File: config.mk
export PLATFORM = sky130hd
export DESIGN_NAME = pipe_alu_sched
export DESIGN_NICKNAME = d
export VERILOG_FILES = /design/src/rtl/alu_sched_pkg.sv /design/src/rtl/lat_pipe.sv /design/src/rtl/pipe_alu_sched.sv
export SDC_FILE = /design/constraint.sdc
export NUM_CORES = 2
export LEC_CHECK = 0
export CORE_UTILIZATION = 55
export CTS_BUF_LIST = sky130_fd_sc_hd__clkbuf_4 sky130_fd_sc_hd__clkbuf_8 sky130_fd_sc_hd__clkbuf_16
export DETAILED_ROUTE_END_ITERATION = 6
export GPL_ROUTABILITY_DRIVEN = 0
export PLACE_DENSITY = 0.68
export RECOVER_POWER = 100
export SLEW_MARGIN = 20
export SYNTH_ARGS = -nofsm -noshare
export SYNTH_HDL_FRONTEND = slang
export SYNTH_SLANG_ARGS = --single-unit
File: constraint.sdc
create_clock -name clk -period 3.6 [get_ports clk]
set_input_delay 0.72 -clock clk [delete_from_list [all_inputs] [get_ports clk]]
set_output_delay 0.72 -clock clk [all_outputs]
set_load 0.05 [all_outputs]
File: src/rtl/alu_sched_pkg.sv
// Shared types and helpers for the scheduled three-lane integer ALU.
// Opcode encodings, the opcode-to-lane mapping and the deepest-lane
// computation live here so the top level and any future lanes agree on them.
package alu_sched_pkg;

    typedef enum logic [2:0] {
        OP_ADD     = 3'b000,
        OP_SUB     = 3'b001,
        OP_MUL     = 3'b010,
        OP_MULH    = 3'b011,
        OP_AND     = 3'b100,
        OP_OR      = 3'b101,
        OP_XOR     = 3'b110,
        OP_ILLEGAL = 3'b111
    } alu_op_e;

    typedef enum logic [1:0] {
        LANE_LOGIC = 2'd0,
        LANE_ADD   = 2'd1,
        LANE_MUL   = 2'd2
    } lane_e;

    // Status flags that travel alongside every result.
    typedef struct packed {
        logic overflow;
        logic zero;
        logic exception;
    } alu_flags_t;

    // Illegal opcodes ride the logic lane so they still retire with a tag.
    function automatic lane_e lane_sel(input logic [2:0] op);
        lane_e lane;
        case (op)
            3'b000, 3'b001: lane = LANE_ADD;
            3'b010, 3'b011: lane = LANE_MUL;
            default:        lane = LANE_LOGIC;
        endcase
        return lane;
    endfunction

    // Depth of the deepest lane, which sets the length of the occupancy vector.
    function automatic int max_stages(input int a, input int b, input int c);
        int m;
        m = a;
        if (b > m) m = b;
        if (c > m) m = c;
        return m;
    endfunction

endpackage

File: src/rtl/lat_pipe.sv
// Fixed-depth delay line with a valid bit per stage. The last stage is the
// lane head; flush kills every valid bit in one edge while data is left alone.
module lat_pipe #(
    parameter int DEPTH = 1,
    parameter int W     = 8
) (
    input  logic         clk,
    input  logic         reset,
    input  logic         flush,
    input  logic         in_valid,
    input  logic [W-1:0] in_data,
    output logic         out_valid,
    output logic [W-1:0] out_data,
    output logic         any_valid
);

    logic [DEPTH-1:0] valid_q;
    logic [W-1:0]     data_q [DEPTH];

    // Valid bits shift one stage per edge and are cleared by flush.
    always_ff @(posedge clk or negedge reset) begin
        if (!reset) begin
            valid_q <= '0;
        end else if (flush) begin
            valid_q <= '0;
        end else begin
            valid_q[0] <= in_valid;
            for (int i = 1; i < DEPTH; i++) begin
                valid_q[i] <= valid_q[i-1];
            end
        end
    end

    // Payload shifts in lockstep with the valid bits; it is only meaningful where valid is set.
    always_ff @(posedge clk or negedge reset) begin
        if (!reset) begin
            for (int i = 0; i < DEPTH; i++) begin
                data_q[i] <= '0;
            end
        end else begin
            data_q[0] <= in_data;
            for (int i = 1; i < DEPTH; i++) begin
                data_q[i] <= data_q[i-1];
            end
        end
    end

    assign out_valid = valid_q[DEPTH-1];
    assign out_data  = data_q[DEPTH-1];
    assign any_valid = |valid_q;

endmodule

File: src/rtl/pipe_alu_sched.sv
// Scheduled integer ALU with logic, add/sub and multiply lanes sharing one
// registered result port. Results are computed at issue and carried down a
// per-lane delay line; the scheduler refuses any op whose lane head would fill
// on the same edge as an op already in flight, so the heads are one-hot and the
// output register never sees two results at once. in_ready is combinational
// from in_op, flush and reset.
module pipe_alu_sched
    import alu_sched_pkg::*;
#(
    parameter int WIDTH        = 32,
    parameter int TAG_W        = 4,
    parameter int LOGIC_STAGES = 1,
    parameter int ADD_STAGES   = 2,
    parameter int MUL_STAGES   = 3
) (
    input  logic             clk,
    input  logic             reset,
    input  logic             flush,
    input  logic             in_valid,
    output logic             in_ready,
    input  logic [2:0]       in_op,
    input  logic [WIDTH-1:0] in_a,
    input  logic [WIDTH-1:0] in_b,
    input  logic [TAG_W-1:0] in_tag,
    output logic             out_valid,
    output logic [WIDTH-1:0] out_result,
    output logic [TAG_W-1:0] out_tag,
    output logic             out_overflow,
    output logic             out_zero,
    output logic             out_exception,
    output logic             busy
);

    localparam int MAX_STAGES = max_stages(LOGIC_STAGES, ADD_STAGES, MUL_STAGES);

    typedef struct packed {
        logic [WIDTH-1:0] result;
        logic [TAG_W-1:0] tag;
        alu_flags_t       flags;
    } payload_t;

    localparam int PW = $bits(payload_t);

    lane_e                 req_lane;
    int                    req_lat;
    logic                  slot_taken;
    logic                  accept;

    logic [MAX_STAGES:1]   occ;
    logic [MAX_STAGES:1]   occ_next;
    logic [MAX_STAGES+1:1] occ_ext;

    logic [WIDTH-1:0]      sum;
    logic [WIDTH-1:0]      diff;
    logic [2*WIDTH-1:0]    prod;
    payload_t              issue_payload;

    logic                  logic_hv, add_hv, mul_hv;
    logic                  logic_any, add_any, mul_any;
    logic [PW-1:0]         logic_head, add_head, mul_head;
    logic [PW-1:0]         head_bits;
    payload_t              head_sel;
    logic                  any_head;

    // Pick the lane and its latency for the op currently presented.
    always_comb begin
        req_lane = lane_sel(in_op);
        req_lat  = LOGIC_STAGES;
        case (req_lane)
            LANE_ADD: req_lat = ADD_STAGES;
            LANE_MUL: req_lat = MUL_STAGES;
            default:  req_lat = LOGIC_STAGES;
        endcase
    end

    // An op of latency L fills its lane head L edges from now; refuse it if that slot is booked.
    always_comb begin
        slot_taken = 1'b0;
        for (int k = 1; k <= MAX_STAGES; k++) begin
            if (req_lat == k) slot_taken = occ[k];
        end
    end

    assign in_ready = reset & ~flush & ~slot_taken;
    assign accept   = in_valid & in_ready;

    // Advance the booking vector one edge and book the slot of a newly accepted op.
    always_comb begin
        occ_ext  = {1'b0, occ};
        occ_next = '0;
        for (int k = 1; k <= MAX_STAGES; k++) begin
            occ_next[k] = occ_ext[k+1] | (accept && (req_lat == k + 1));
        end
    end

    // Booking vector register; bit k means some lane head fills k edges from now.
    always_ff @(posedge clk or negedge reset) begin
        if (!reset) begin
            occ <= '0;
        end else if (flush) begin
            occ <= '0;
        end else begin
            occ <= occ_next;
        end
    end

    assign sum  = in_a + in_b;
    assign diff = in_a - in_b;
    assign prod = {{WIDTH{in_a[WIDTH-1]}}, in_a} * {{WIDTH{in_b[WIDTH-1]}}, in_b};

    // Compute result and flags at issue; the lanes only delay them.
    always_comb begin
        issue_payload                 = '0;
        issue_payload.tag             = in_tag;
        case (alu_op_e'(in_op))
            OP_ADD: begin
                issue_payload.result         = sum;
                issue_payload.flags.overflow = (in_a[WIDTH-1] == in_b[WIDTH-1]) &&
                                               (sum[WIDTH-1] != in_a[WIDTH-1]);
            end
            OP_SUB: begin
                issue_payload.result         = diff;
                issue_payload.flags.overflow = (in_a[WIDTH-1] != in_b[WIDTH-1]) &&
                                               (diff[WIDTH-1] != in_a[WIDTH-1]);
            end
            OP_MUL: begin
                issue_payload.result         = prod[WIDTH-1:0];
                issue_payload.flags.overflow = (prod[2*WIDTH-1:WIDTH] != {WIDTH{prod[WIDTH-1]}});
            end
            OP_MULH: issue_payload.result = prod[2*WIDTH-1:WIDTH];
            OP_AND:  issue_payload.result = in_a & in_b;
            OP_OR:   issue_payload.result = in_a | in_b;
            OP_XOR:  issue_payload.result = in_a ^ in_b;
            default: issue_payload.flags.exception = 1'b1;
        endcase
        issue_payload.flags.zero = (issue_payload.result == '0);
    end

    lat_pipe #(.DEPTH(LOGIC_STAGES), .W(PW)) u_logic_lane (
        .clk       (clk),
        .reset     (reset),
        .flush     (flush),
        .in_valid  (accept && (req_lane == LANE_LOGIC)),
        .in_data   (issue_payload),
        .out_valid (logic_hv),
        .out_data  (logic_head),
        .any_valid (logic_any)
    );

    lat_pipe #(.DEPTH(ADD_STAGES), .W(PW)) u_add_lane (
        .clk       (clk),
        .reset     (reset),
        .flush     (flush),
        .in_valid  (accept && (req_lane == LANE_ADD)),
        .in_data   (issue_payload),
        .out_valid (add_hv),
        .out_data  (add_head),
        .any_valid (add_any)
    );

    lat_pipe #(.DEPTH(MUL_STAGES), .W(PW)) u_mul_lane (
        .clk       (clk),
        .reset     (reset),
        .flush     (flush),
        .in_valid  (accept && (req_lane == LANE_MUL)),
        .in_data   (issue_payload),
        .out_valid (mul_hv),
        .out_data  (mul_head),
        .any_valid (mul_any)
    );

    // Heads are one-hot, so an AND-OR mux is enough to pick the completing lane.
    always_comb begin
        head_bits = '0;
        if (logic_hv) head_bits = head_bits | logic_head;
        if (add_hv)   head_bits = head_bits | add_head;
        if (mul_hv)   head_bits = head_bits | mul_head;
        head_sel  = payload_t'(head_bits);
        any_head  = logic_hv | add_hv | mul_hv;
    end

    // Result register: strobe for one cycle, hold the last result otherwise.
    always_ff @(posedge clk or negedge reset) begin
        if (!reset) begin
            out_valid     <= 1'b0;
            out_result    <= '0;
            out_tag       <= '0;
            out_overflow  <= 1'b0;
            out_zero      <= 1'b0;
            out_exception <= 1'b0;
        end else if (flush) begin
            out_valid     <= 1'b0;
        end else begin
            out_valid <= any_head;
            if (any_head) begin
                out_result    <= head_sel.result;
                out_tag       <= head_sel.tag;
                out_overflow  <= head_sel.flags.overflow;
                out_zero      <= head_sel.flags.zero;
                out_exception <= head_sel.flags.exception;
            end
        end
    end

    assign busy = logic_any | add_any | mul_any;

endmodule

==> qor.txt <==
Crit path max-delay family: adder cells
Vias per Instance: 6.55
Starting Density: 0.559
Worst-Skew Late Latency: 0.41 ns
Synth async-reset ratio: 1.00
Crit path buf inv count: 12
Worst-path clk slew: 0.07 ns
Synthesized netlist cell count: 5195
Setup violators final: 35
Starting DRT DRC Count: 8533
Htree depth: 4
Distinct cells, synth: 82
Fin crit share: 2.62
Mux cell area share after synthesis: 0.00431
Worst Path Arrival: 9.76 ns
Post-synth top area cell: fa_1
Kind of critical path: in2reg
Top-area cell type share of the netlist area: 0.471
Largest family of logic cells by synthesized area: adder cells
Setup TNS: -166.40 ns
Post-synth EDFFs: 0
Die X: 292 um
Sequential area share after synthesis: 0.0895
F_max: 106 MHz
Xor and xnor area share after synthesis: 0.0175
Total of max-cap violations: 2
Syn Area/Cell: 8.88 sq um
Layout cells sized above 1: 0.344
Synth top area cells: fa_1 47%, dfrtp_1 9.0%, inv_1 8.5%
Most frequent cell after synthesis: fa_1
Slowest cell on crit path: fa_2
Status: complete, but fails checks
Rows: 105
Critical path's largest stage delay: 0.79 ns
RSZ-0062 raised after global routing: yes
First-pass GRT wire length: 298000 um
Violated checks: DRC, capacitance limit, slew limit, setup timing
Worst Path Required: 3.93 ns
Critical Path Start Type: input port
#FFs+latches synth: 165
Simple-Gate Fraction of Synth Area: 0.138
Clk_skew: 0.00991 ns
Yosys warnings: 0
Drt pass-1 iters: 7
# DRC: 907
Port Buffers: 116
Compound-Gate Fraction of Synth Area: 0.0930
HP Class: reg2reg
TritonCTS Sinks: 165
Grt total ovfl: 0
CP endpoint kind: flop
Initial antenna violation count: 23
Max Transition Viols Final: 143
DRT antenna net count: 0
Die area: 85000 sq um
Slew headroom: -0.0591
Synth Area in Adders: 0.548
Chip Height: 292 um
Mapped cell area: 46100 sq um
Pin count of the biggest net entering global routing: 76
Area grow syn2layout: 41.4%
Dpl hpwl: 145000 um
CTS tree: built
Crit-path max FO: 7
Ports: 117
Most frequent cells after synthesis: 1084 x fa_1, 1043 x inv_1, 665 x nor2_1, 631 x nand2_1, 285 x ha_1
Mapped Nets: 6639
Vias in the first global route: 48700
Most used cell, CP: fa_1
DRT Wirelength: 231000 um
Total track usage: 0.480
Num CTS Buffers: 17
CTS Hold Bufs: 0
Vias: 49400
Core Area: 82500 sq um
CTS max path bufs: 2
Setup WS post-layout: -5.83 ns
Pre-CTS WS: -6.36 ns
Clock root buffer: clkbuf_16
Main synth FF type: dfrtp_1
Final hold vios: 0
Fin nets: 7882
Fin crit period: 9.43 ns
Worst-margin pin slew: 1.59 ns
Routed length per instance: 30.6 um
[kinds of logic (layout without fill, tap and decap cells)]
| kind of cell | after synthesis | after routing |
|---|---|---|
| AND/OR/NAND/NOR | 1537 | 1537 |
| adder cells (fa/ha/maj) | 1369 | 1369 |
| buffers and inverters | 1351 | 2607 |
| AO/OA/AOI/OAI | 662 | 662 |
| flip-flops | 165 | 165 |
| XOR/XNOR | 92 | 92 |
| multiplexers | 19 | 19 |
| other | 0 | 20 |
[state kept, by name, summed over array words and instances, names as in the netlist, 2 cells and up]
register             flops
u_mul_lane.data_q       78
u_mul_lane.out_data     39
out_result              32
out_tag                  4
u_mul_lane.valid_q       3
occ                      2
u_add_lane.valid_q       2
[worst reg2reg max path: stages (launching register included)]
cell      delay (ns)
dfrtp_1         0.32
buf_4           0.43
nor3_1          0.16
nor2_1          1.00
clkbuf_2        0.98
nor2_1          0.15
a21oi_1         0.19
[path summary, 6_finish.rpt]
kind | from | endpoint | slack (ns) | cells past startpoint
worst min register to register | u_mul_lane.data_q[52] | u_mul_lane.out_data[13] | 0.37 | 0
worst max register to register | u_mul_lane.valid_q[2] | out_result[2] | 0.29 | 6
max in group asynchronous | reset | u_mul_lane.data_q[69] | 0.70 | 2
worst max-delay path | in_a[27] | u_mul_lane.data_q[79] | -5.83 | 34
min in group asynchronous | reset | out_result[27] | 0.63 | 1
worst min-delay path | u_mul_lane.data_q[52] | u_mul_lane.out_data[13] | 0.37 | 0
[area by class of cell]
type	instances	area [sq um]
repair buffers	1506	14600
diodes	20	50.0
clock buffers	20	454
clock inverters	12	143
repair inverters	2	17.5
multi-input cells	3679	40200
inverters	1067	4350
well taps	1070	1340
flip-flops and latches	165	4130
fillers	4621	17300
[per-layer routing]
layer	GRT usage	routed length, um
met1	0.543	67400
met2	0.689	91500
met3	0.221	42100
met4	0.394	28100
met5	0.0391	1740
[per-stage QoR]
stage,hold slack (ns),util,instance area [sq um],cells
global route,0.376,0.790,65200,7529
global placement,0.355,0.690,57000,7123
finish,0.367,0.791,65200,7541
floorplan,0.353,-,47600,5195
detailed placement,0.359,0.690,57000,7123
CTS,0.153,0.760,62700,7414
[layout by cell type, fill, tap and decap left out, drive strengths merged, types with 13 or more instances in the layout]
master,n
nand4,31
nor2b,15
nand3,39
xor2,32
a222oi,42
o221ai,13
a22oi,18
nor3,48
nor2,665
o211ai,19
dlygate4sd3,46
dfrtp,165
fa,1084
a31oi,30
a21oi,206
ha,285
a21o,40
xnor2,60
nand2,631
clkinv,27
and3,20
inv,1047
buf,1422
clkbuf,43
nand2b,14
a211oi,20
o21ai,158
o21bai,17
diode,20
[what timing repair did]
item / in CTS / in global routing
buffers inserted: 250 / 129
pin swaps: 282 / 322
gates resized for setup: 947 / 483
cloned: 20 / 3
setup endpoints to repair: 35 / 35
Power is left out: the tool's default activity adds up to more than one toggle a clock period on the data nets, which glitch-free logic cannot reach.
